`config.mk`:
```
export PLATFORM = sky130hd
export DESIGN_NAME = dm_arbiter_flat
export DESIGN_NICKNAME = d
export VERILOG_FILES = /design/src/rtl/dm_arbiter_if.sv /design/src/rtl/dm_arbiter.sv /design/src/flat_wrapper.sv
export SDC_FILE = /design/constraint.sdc
export NUM_CORES = 1
export LEC_CHECK = 0
export CORE_ASPECT_RATIO = 2
export CORE_UTILIZATION = 30
export DETAILED_ROUTE_END_ITERATION = 10
export PLACE_DENSITY = 0.67
export SLEW_MARGIN = 25
export SYNTH_ARGS = -nofsm -noshare
export SYNTH_HDL_FRONTEND = slang
export SYNTH_SLANG_ARGS = --single-unit
```
`constraint.sdc`:
```
create_clock -name clk -period 2.15 [get_ports clk]
set_input_delay 0.43 -clock clk [delete_from_list [all_inputs] [get_ports clk]]
set_output_delay 0.43 -clock clk [all_outputs]
set_load 0.03 [all_outputs]
```
`src/rtl/dm_arbiter_if.sv`:
```
// Requester and memory-side signal bundle for the two-port data-memory arbiter.
// slave = arbiter side, master = requesters plus the memory model.
interface dm_arbiter_if #(
    parameter int AW = 7,
    parameter int DW = 32
);
    logic          req0;
    logic          req1;
    logic          we0;
    logic          we1;
    logic          lock0;
    logic          lock1;
    logic [AW-1:0] addr0;
    logic [AW-1:0] addr1;
    logic [DW-1:0] wdata0;
    logic [DW-1:0] wdata1;
    logic          gnt0;
    logic          gnt1;
    logic          rvalid0;
    logic          rvalid1;
    logic [DW-1:0] rdata0;
    logic [DW-1:0] rdata1;
    logic [AW-1:0] m_addr;
    logic          m_rd;
    logic          m_wr;
    logic [DW-1:0] m_wdata;
    logic [DW-1:0] m_rdata;

    modport slave (
        input  req0, req1, we0, we1, lock0, lock1,
        input  addr0, addr1, wdata0, wdata1, m_rdata,
        output gnt0, gnt1, rvalid0, rvalid1, rdata0, rdata1,
        output m_addr, m_rd, m_wr, m_wdata
    );

    modport master (
        output req0, req1, we0, we1, lock0, lock1,
        output addr0, addr1, wdata0, wdata1, m_rdata,
        input  gnt0, gnt1, rvalid0, rvalid1, rdata0, rdata1,
        input  m_addr, m_rd, m_wr, m_wdata
    );
endinterface

```
`src/rtl/dm_arbiter.sv`:
```
// Two-requester round-robin arbiter for the single-port data memory.
// Locked bursts are bounded to MAX_BURST beats once the other side is waiting.
module dm_arbiter #(
    parameter int AW        = 7,
    parameter int DW        = 32,
    parameter int MAX_BURST = 4
) (
    input logic         clk,
    input logic         rst_n,
    dm_arbiter_if.slave bus
);

    localparam int BW = (MAX_BURST > 1) ? $clog2(MAX_BURST) : 1;
    localparam logic [BW-1:0] BURST_LAST = BW'(MAX_BURST - 1);

    typedef enum logic [1:0] {
        IDLE = 2'd0,
        OWN0 = 2'd1,
        OWN1 = 2'd2
    } state_t;

    state_t        state_q, state_d;
    logic          prio_q, prio_d;
    logic [BW-1:0] burst_q, burst_d;
    logic          rvalid0_q, rvalid0_d;
    logic          rvalid1_q, rvalid1_d;
    logic [DW-1:0] rdata0_q, rdata0_d;
    logic [DW-1:0] rdata1_q, rdata1_d;

    logic          own_sel;
    logic          own_req;
    logic          own_we;
    logic          own_lock;
    logic          oth_req;
    logic [AW-1:0] own_addr;
    logic [DW-1:0] own_wdata;
    logic          gnt0;
    logic          gnt1;
    logic [AW-1:0] m_addr;
    logic [DW-1:0] m_wdata;
    logic          m_rd;
    logic          m_wr;

    // Grants are gated by rst_n so a reset edge can never commit a write.
    always_comb begin
        own_sel   = (state_q == OWN1);
        own_req   = own_sel ? bus.req1   : bus.req0;
        own_we    = own_sel ? bus.we1    : bus.we0;
        own_lock  = own_sel ? bus.lock1  : bus.lock0;
        oth_req   = own_sel ? bus.req0   : bus.req1;
        own_addr  = own_sel ? bus.addr1  : bus.addr0;
        own_wdata = own_sel ? bus.wdata1 : bus.wdata0;

        gnt0 = rst_n && (state_q == OWN0) && bus.req0;
        gnt1 = rst_n && (state_q == OWN1) && bus.req1;

        m_addr  = '0;
        m_wdata = '0;
        m_rd    = 1'b0;
        m_wr    = 1'b0;
        if (gnt0 || gnt1) begin
            m_addr  = own_addr;
            m_wdata = own_wdata;
            m_wr    = own_we;
            m_rd    = ~own_we;
        end
    end

    always_comb begin
        state_d = state_q;
        prio_d  = prio_q;
        burst_d = burst_q;

        unique case (state_q)
            IDLE: begin
                burst_d = '0;
                if (bus.req0 && bus.req1) begin
                    state_d = prio_q ? OWN1 : OWN0;
                end else if (bus.req0) begin
                    state_d = OWN0;
                end else if (bus.req1) begin
                    state_d = OWN1;
                end
            end
            OWN0, OWN1: begin
                if (!own_req) begin
                    state_d = IDLE;
                    burst_d = '0;
                end else if (!own_lock || (oth_req && (burst_q == BURST_LAST))) begin
                    state_d = IDLE;
                    prio_d  = ~own_sel;
                    burst_d = '0;
                end else if (burst_q != BURST_LAST) begin
                    // Saturating: a long uncontested burst still yields one beat after contention.
                    burst_d = burst_q + 1'b1;
                end
            end
            default: begin
                state_d = IDLE;
                burst_d = '0;
            end
        endcase

        rvalid0_d = gnt0 & ~bus.we0;
        rvalid1_d = gnt1 & ~bus.we1;
        rdata0_d  = rvalid0_d ? bus.m_rdata : rdata0_q;
        rdata1_d  = rvalid1_d ? bus.m_rdata : rdata1_q;
    end

    always_ff @(posedge clk) begin
        if (!rst_n) begin
            state_q   <= IDLE;
            prio_q    <= 1'b0;
            burst_q   <= '0;
            rvalid0_q <= 1'b0;
            rvalid1_q <= 1'b0;
            rdata0_q  <= '0;
            rdata1_q  <= '0;
        end else begin
            state_q   <= state_d;
            prio_q    <= prio_d;
            burst_q   <= burst_d;
            rvalid0_q <= rvalid0_d;
            rvalid1_q <= rvalid1_d;
            rdata0_q  <= rdata0_d;
            rdata1_q  <= rdata1_d;
        end
    end

    assign bus.gnt0    = gnt0;
    assign bus.gnt1    = gnt1;
    assign bus.m_addr  = m_addr;
    assign bus.m_wdata = m_wdata;
    assign bus.m_rd    = m_rd;
    assign bus.m_wr    = m_wr;
    assign bus.rvalid0 = rvalid0_q;
    assign bus.rvalid1 = rvalid1_q;
    assign bus.rdata0  = rdata0_q;
    assign bus.rdata1  = rdata1_q;

endmodule
```
`src/flat_wrapper.sv`:
```
// flat-port wrapper written by rule: the top's interface ports become plain ports
module dm_arbiter_flat 
#(
    parameter int AW        = 7,
    parameter int DW        = 32,
    parameter int MAX_BURST = 4
)
  (clk, rst_n, bus_req0, bus_req1, bus_we0, bus_we1, bus_lock0, bus_lock1, bus_addr0, bus_addr1, bus_wdata0, bus_wdata1, bus_m_rdata, bus_gnt0, bus_gnt1, bus_rvalid0, bus_rvalid1, bus_rdata0, bus_rdata1, bus_m_addr, bus_m_rd, bus_m_wr, bus_m_wdata);
  dm_arbiter_if #(.AW(AW), .DW(DW)) bus_i ();
  input logic clk;
  input logic rst_n;
  input wire logic [$bits(bus_i.req0)-1:0] bus_req0;
  input wire logic [$bits(bus_i.req1)-1:0] bus_req1;
  input wire logic [$bits(bus_i.we0)-1:0] bus_we0;
  input wire logic [$bits(bus_i.we1)-1:0] bus_we1;
  input wire logic [$bits(bus_i.lock0)-1:0] bus_lock0;
  input wire logic [$bits(bus_i.lock1)-1:0] bus_lock1;
  input wire logic [$bits(bus_i.addr0)-1:0] bus_addr0;
  input wire logic [$bits(bus_i.addr1)-1:0] bus_addr1;
  input wire logic [$bits(bus_i.wdata0)-1:0] bus_wdata0;
  input wire logic [$bits(bus_i.wdata1)-1:0] bus_wdata1;
  input wire logic [$bits(bus_i.m_rdata)-1:0] bus_m_rdata;
  output wire logic [$bits(bus_i.gnt0)-1:0] bus_gnt0;
  output wire logic [$bits(bus_i.gnt1)-1:0] bus_gnt1;
  output wire logic [$bits(bus_i.rvalid0)-1:0] bus_rvalid0;
  output wire logic [$bits(bus_i.rvalid1)-1:0] bus_rvalid1;
  output wire logic [$bits(bus_i.rdata0)-1:0] bus_rdata0;
  output wire logic [$bits(bus_i.rdata1)-1:0] bus_rdata1;
  output wire logic [$bits(bus_i.m_addr)-1:0] bus_m_addr;
  output wire logic [$bits(bus_i.m_rd)-1:0] bus_m_rd;
  output wire logic [$bits(bus_i.m_wr)-1:0] bus_m_wr;
  output wire logic [$bits(bus_i.m_wdata)-1:0] bus_m_wdata;
  assign bus_i.req0 = bus_req0;
  assign bus_i.req1 = bus_req1;
  assign bus_i.we0 = bus_we0;
  assign bus_i.we1 = bus_we1;
  assign bus_i.lock0 = bus_lock0;
  assign bus_i.lock1 = bus_lock1;
  assign bus_i.addr0 = bus_addr0;
  assign bus_i.addr1 = bus_addr1;
  assign bus_i.wdata0 = bus_wdata0;
  assign bus_i.wdata1 = bus_wdata1;
  assign bus_i.m_rdata = bus_m_rdata;
  assign bus_gnt0 = bus_i.gnt0;
  assign bus_gnt1 = bus_i.gnt1;
  assign bus_rvalid0 = bus_i.rvalid0;
  assign bus_rvalid1 = bus_i.rvalid1;
  assign bus_rdata0 = bus_i.rdata0;
  assign bus_rdata1 = bus_i.rdata1;
  assign bus_m_addr = bus_i.m_addr;
  assign bus_m_rd = bus_i.m_rd;
  assign bus_m_wr = bus_i.m_wr;
  assign bus_m_wdata = bus_i.m_wdata;
  dm_arbiter #(.AW(AW), .DW(DW), .MAX_BURST(MAX_BURST)) u_core (.clk(clk), .rst_n(rst_n), .bus(bus_i));
endmodule
```
==> results of run 1 <==
-- how the worst max path moves through the flow --
| stage | endpoint | cells after the start |
|---|---|---|
| 5_1_grt | bus_m_wdata[26] | 7 |
| 2_1_floorplan | bus_m_addr[0] | 7 |
| 3_3_place_gp | bus_m_rd | 6 |
| 6_report | bus_m_rd | 6 |
| 3_5_place_dp | bus_m_rd | 6 |
| 4_1_cts | bus_m_wdata[13] | 7 |
-- flip-flops by register name, summed over array words and instances, names as in the netlist --
register / count
u_core.bus.rdata0: 32
u_core.bus.rdata1: 32
u_core.burst_q: 2
u_core.state_q: 2
u_core.bus.rvalid0: 1
u_core.bus.rvalid1: 1
u_core.prio_q: 1
-- report_power, final --
| group | total, uW | switching [uW] | internal (uW) |
|---|---|---|---|
| logic | 742 | 319 | 423 |
| clock network | 1350 | 515 | 839 |
| registers | 1350 | 12.0 | 1340 |
| total | 3440 | 846 | 2600 |
-- layer usage --
layer / vias to the layer above / GRT usage (%)
li1: 1819 / -
met1: 1643 / 20.27
met2: 194 / 39.58
met3: 29 / 3.784
met4: 0 / 10.99
met5: - / 0
-- cell families after synthesis --
kind of cell | after synthesis | synth area share [%]
XOR/XNOR | 1 | 0.2601
multiplexers | 45 | 13.52
AND/OR/NAND/NOR | 186 | 21.36
flip-flops | 71 | 42.20
buffers and inverters | 37 | 4.941
AO/OA/AOI/OAI | 71 | 16.23
adder cells (fa/ha/maj) | 4 | 1.486
-- synth_stat cells --
master / n
xor2_1: 1
o211ai_1: 1
nor2_1: 43
ha_1: 4
a2111oi_4: 1
inv_2: 3
and3_1: 3
inv_1: 3
a21oi_1: 2
nand2b_1: 3
a22o_1: 1
dfxtp_1: 71
mux2i_1: 44
mux2_4: 1
nand3_1: 1
a21boi_1: 64
buf_6: 1
buf_2: 16
nand2_1: 134
clkbuf_1: 14
o22ai_1: 2
nor3_1: 1
or2b_1: 1
-- worst register-to-register path, cell delays in order (launching register included) --
cell and delay [ns]:
dfxtp_2 0.35, inv_2 0.05, ha_4 0.19, buf_4 0.15
mux2_4 0.31, a2111oi_4 0.42, or2b_1 0.18, o22ai_1 0.09
-- stage by stage --
step | instances | utilization [%]
floorplan | 415 | -
CTS | 789 | 56.60
detailed placement | 764 | 52.48
finish | 793 | 58.32
global route | 793 | 58.32
global placement | 764 | 52.48
-- final cells by class --
type                    count  area (um2)
well taps                 140       175.2
fillers                   999        4562
flip-flops and latches     71        1426
clock inverters             3       17.52
clock buffers              13       260.3
inverters                   6       22.52
repair buffers            253        2576
multi-input cells         307        1906
-- repair_timing --
action	in CTS	in global routing
setup endpoints to repair	42	41
buffers inserted	7	1
pin swaps	2	1
cloned	2	3
gates resized for setup	16	28
==> results.md, run 1 <==
* Post-synthesis sequential element count at between 70 and 80
* RSZ-0062 raised after global routing: true
* Final design area excluding fillers at around 6400 um2
* Crit Path Class: flop to output pin
* Met1 wire length at ~4200 um
* Max incr delay on CP at between 0.3 and 0.4 ns
* Die area at about 12000 um2
* Die Y at around 150 um
* CP max FO at 8
* Starting Density at 30.77%
* Most frequent cells in the layout: clkdlybuf4s50_1 (182), nand2_1 (133), dfxtp_1 (69)
* CTS Buffer Depth at 2
* Clk sinks at 71
* Yosys warns at 0
* Clk slew on worst S/H paths at 0.05 ns
* Crit path cell chain: inv_2 -> ha_4 -> buf_12 -> mux2i_4 -> and3_4 -> buf_6
* Mapped Area at roughly 3400 um2
* HPWL after DPL at around 9000 um
* # IOs at between 200 and 250
* WHS at 0.4483 ns
* Worst R2R End: u_core.state_q[1]
* GRT Residual Overflow at 0
* Area Growth Syn to Fin at 89.52%
* Endpoints failing hold at 0
* Worst relative slew slack at ~73%
* # DRC at 0
* Register area share after synthesis at a little over two fifths
* Cell row count at 54
* Post-DR wirelength/cell at between 15 and 20 um
* Hold depth at 2
* Largest net degree at the start of global routing at 54
* Final Skew at about 0.0028 ns
* Startpoint types: flop
* # port buffers at around 230
* Status: completed
* Core Footprint at 10950 um2
* DR vias at roughly 3700
* WP buf/inv at 3
* Metal3 WL at about 700 um
* R2R Setup Slk at between 0.2 and 0.3 ns
* Final min period at 2.134 ns
* Commonest non-fill, non-tap cell in the layout: clkdlybuf4s50_1
* Syn Nets at approximately 540
* Root buffer cell: clkbuf_16
* Hold Path Sink: u_core.bus.rdata0[23]
* Largest area contributor in the netlist: dfxtp_1
* Max Clock Freq at 468.7 MHz
* Max VDD drop at 0.3848 mV
* Cells after synthesis at 415
* Max Used Layer: met4
* Worst min path class: flop to flop
* CTS tree: built
* Post-synthesis area per instance at 8.116 um2
* Ranking of synthesized cells by area: dfxtp_1 (42%), nand2_1 (15%), a21boi_1 (14%)
* TNS Setup at 0 ns
* Delay-heaviest family, CP: buffers and inverters
* R2R Path Start: u_core.state_q[0]
* Drt pass-1 iters at 4
* Leakage at ~0.0024 uW
* Final setup vio count at 0
* Clk_lat worst skew at between 0.3 and 0.4 ns
* H-Tree Depth at 3
* Slew Viols, Final at 0
* Final antenna-violating net count at 0
* Vias in the first global route at ~3700
* Worst Max-Slew Pin Slew at between 0.3 and 0.4 ns
* # nets final at 770
* Crit-path slowest cell: dfxtp_2
* CP startpoint: u_core.state_q[0]
* Drt via density at ~4.6
* N_diodes at 0
* PD cells at about 540 nW/um2
* Layout cells sized above 1 at roughly 17%
* Share of the cycle needed by the critical path after routing at between 90 and 100%
* Area after DPL at roughly 5700 um2
* Critical path required time at roughly 1.7 ns
* RD Place Congestion at just over 0.8
* Setup WS post-layout at ~0.016 ns
* CP Capture Type: output pin
* Drt initial violations at about 150
* Initial antenna violation count at 0
* Die W at just under 80 um
* Worst path arrival time at 1.70 ns
* Hold_buf cts at 0
* Total power at 3444 uW
* Wire length of the first global-routing pass at between 15000 and 20000 um
* Final wirelength at about 12000 um
* Pre-CTS setup slack at -0.09676 ns
* Hold Crit Start: u_core.bus.rdata0[23]
* Detail Route met2 WL at between 6000 and 7000 um
* Global Route Usage Sum at about a fifth
* R2R depth at 7
* Synth unique cells at 23
* Share of the synthesized area in the top cell type at between 40% and 50%
* Max Cap Viol at 0
* CTS Buf Count at 9
Note: power is estimated with default switching activity, not from simulation.
==> inputs of run 2 (changes only) <==
--- a/config.mk
+++ b/config.mk
@@ -9,6 +9,7 @@
 export CORE_UTILIZATION = 30
 export DETAILED_ROUTE_END_ITERATION = 10
 export PLACE_DENSITY = 0.67
+export SETUP_SLACK_MARGIN = 0.02
 export SLEW_MARGIN = 25
 export SYNTH_ARGS = -nofsm -noshare
 export SYNTH_HDL_FRONTEND = slang
==> results.md, run 2 (synthesis gave the netlist of run 1 again) <==
* Total power at 3523 uW (+2.3%)
* WHS at 0.4480 ns (-0.0002460 ns)
* # IOs at 227 (unchanged)
* Starting Density at 30.77% (unchanged)
* Status: complete, but fails checks
* DR vias at 3730 (+1.2%)
* Clk sinks at 71 (unchanged)
* Post-DR wirelength/cell at 15.95 um (+3.3%)
* Startpoint types: flop
* CP Capture Type: output pin
* # port buffers at 226 (unchanged)
* Slew Viols, Final at 0 (unchanged)
* Leakage at 0.002431 uW (+3.3%)
* PD cells at 529.1 nW/um2 (-1.9%)
* Pre-CTS setup slack at -0.09676 ns (unchanged)
* # DRC at 0 (unchanged)
* Wire length of the first global-routing pass at 18530 um (-0.15%)
* Crit Path Class: flop to output pin
* CP max FO at 7 (-1)
* Worst relative slew slack at 72.79% (-0.27 points)
* Final antenna-violating net count at 0 (unchanged)
* GRT Residual Overflow at 0 (unchanged)
* Hold depth at 2 (unchanged)
* Max Cap Viol at 0 (unchanged)
* Worst Max-Slew Pin Slew at 0.3969 ns (+0.003980 ns)
* Worst min path class: flop to flop
* N_diodes at 0 (unchanged)
* Max VDD drop at 0.3858 mV (+0.26%)
* Commonest non-fill, non-tap cell in the layout: clkdlybuf4s50_1
* Layout cells sized above 1 at 20.91% (+3.6 points)
* Drt pass-1 iters at 4 (unchanged)
* Final Skew at 0.002083 ns (-0.0006925 ns)
* Endpoints failing hold at 0 (unchanged)
* Worst path arrival time at 1.74 ns (+0.04 ns)
* Final wirelength at 12760 um (+4.2%)
* Share of the cycle needed by the critical path after routing at 100.9% (+1.7 points)
* Drt initial violations at 170 (+14%)
* Hold_buf cts at 0 (unchanged)
* Max Clock Freq at 460.9 MHz (-1.7%)
* HPWL after DPL at 8788 um (unchanged)
* Global Route Usage Sum at 20.64% (-0.025 points)
* Root buffer cell: clkbuf_16
* Clk slew on worst S/H paths at 0.05 ns (about the same)
* Final min period at 2.170 ns (+0.03603 ns)
* RSZ-0062 raised after global routing: true
* Die area at 11680 um2 (unchanged)
* RD Place Congestion at 0.8068 (unchanged)
* Critical path required time at 1.72 ns (about the same)
* Vias in the first global route at 3671 (+0.52%)
* Clk_lat worst skew at 0.32 ns (about the same)
* CTS tree: built
* Die Y at 151.9 um (unchanged)
* Final setup vio count at 10 (+10)
* Drt via density at 4.663 (+0.34%)
* Violated checks: negative setup slack
* Initial antenna violation count at 0 (unchanged)
* H-Tree Depth at 3 (unchanged)
* Setup WS post-layout at -0.01981 ns (-0.03603 ns)
* Core Footprint at 10950 um2 (unchanged)
* CTS Buffer Depth at 2 (unchanged)
* Largest net degree at the start of global routing at 54 (unchanged)
* Die W at 76.93 um (unchanged)
* # nets final at 777 (+0.91%)
* R2R depth at 7 (unchanged)
* Cell row count at 54 (unchanged)
* Most frequent cells in the layout: clkdlybuf4s50_1 (182), nand2_1 (133), dfxtp_1 (69)
* Area Growth Syn to Fin at 97.66%
* CTS Buf Count at 9 (unchanged)
[run 2: timing repair]
action,in CTS,in global routing
endpoints found under the hold margin,0,0
gates cloned,2,6
setup buffers,8,4
resized for setup,18,68
endpoints found under the setup margin,42,42
pin swaps,4,5
[run 2: cell type report]
class / count / area, um2
Tap cell: 140 / 175.2
Inverter: 6 / 25.02
Multi-Input combinational cell: 307 / 2029
Clock inverter: 3 / 17.52
Fill cell: 957 / 4288
Clock buffer: 13 / 260.3
Sequential cell: 71 / 1429
Timing Repair Buffer: 260 / 2721
[run 2: per-stage QoR]
stage,setup TNS (ns),utilization [%],instance area (um2),std cells
finish,-0.1091,60.83,6658,800
floorplan,0,-,3368,415
detailed placement,-0.1175,52.48,5744,764
global placement,-0.06879,52.48,5744,764
global route,-1.736,60.83,6658,800
CTS,-0.01493,56.84,6221,790
[run 2: worst paths after layout]
check                        startpoint                     to  slack [ns]
setup / recovery      u_core.state_q[0]         bus_m_wdata[6]       -0.02
hold / removal    u_core.bus.rdata0[23]  u_core.bus.rdata0[23]        0.45
setup reg to reg      u_core.state_q[0]      u_core.state_q[1]        0.26
hold reg to reg   u_core.bus.rdata0[23]  u_core.bus.rdata0[23]        0.45
[run 2: critical path, stage by stage, from the launching register on]
cell     delay [ns]
dfxtp_4        0.36
buf_12         0.12
ha_4           0.17
a22o_4         0.25
nand2_8        0.13
buf_6          0.17
nor2_1         0.06
buf_4          0.16
[run 2: per-layer routing]
| metal | GRT usage (%) | vias to the layer above | share of wire (%) |
|---|---|---|---|
| li1 | - | 1833 | - |
| met5 | 0 | - | 0 |
| met3 | 3.724 | 34 | 6.2 |
| met4 | 10.90 | 0 | 4.8 |
| met2 | 39.71 | 200 | 56 |
| met1 | 20.16 | 1663 | 33 |
[run 2: power breakdown]
| part | internal [uW] | switching (uW) | leakage (uW) |
|---|---|---|---|
| combinational | 467 | 352 | 0.00172 |
| sequential | 1340 | 13.0 | 0.000574 |
| clock | 839 | 517 | 0.000136 |
| total | 2640 | 881 | 0.00243 |
==> inputs of run 3 (changes only) <==
--- a/config.mk
+++ b/config.mk
@@ -5,6 +5,7 @@
 export SDC_FILE = /design/constraint.sdc
 export NUM_CORES = 1
 export LEC_CHECK = 0
+export CAP_MARGIN = 20
 export CORE_ASPECT_RATIO = 2
 export CORE_UTILIZATION = 30
 export DETAILED_ROUTE_END_ITERATION = 10
==> results of run 3 <==
The final DEF is identical to that of run 2; final timing and power are the same.
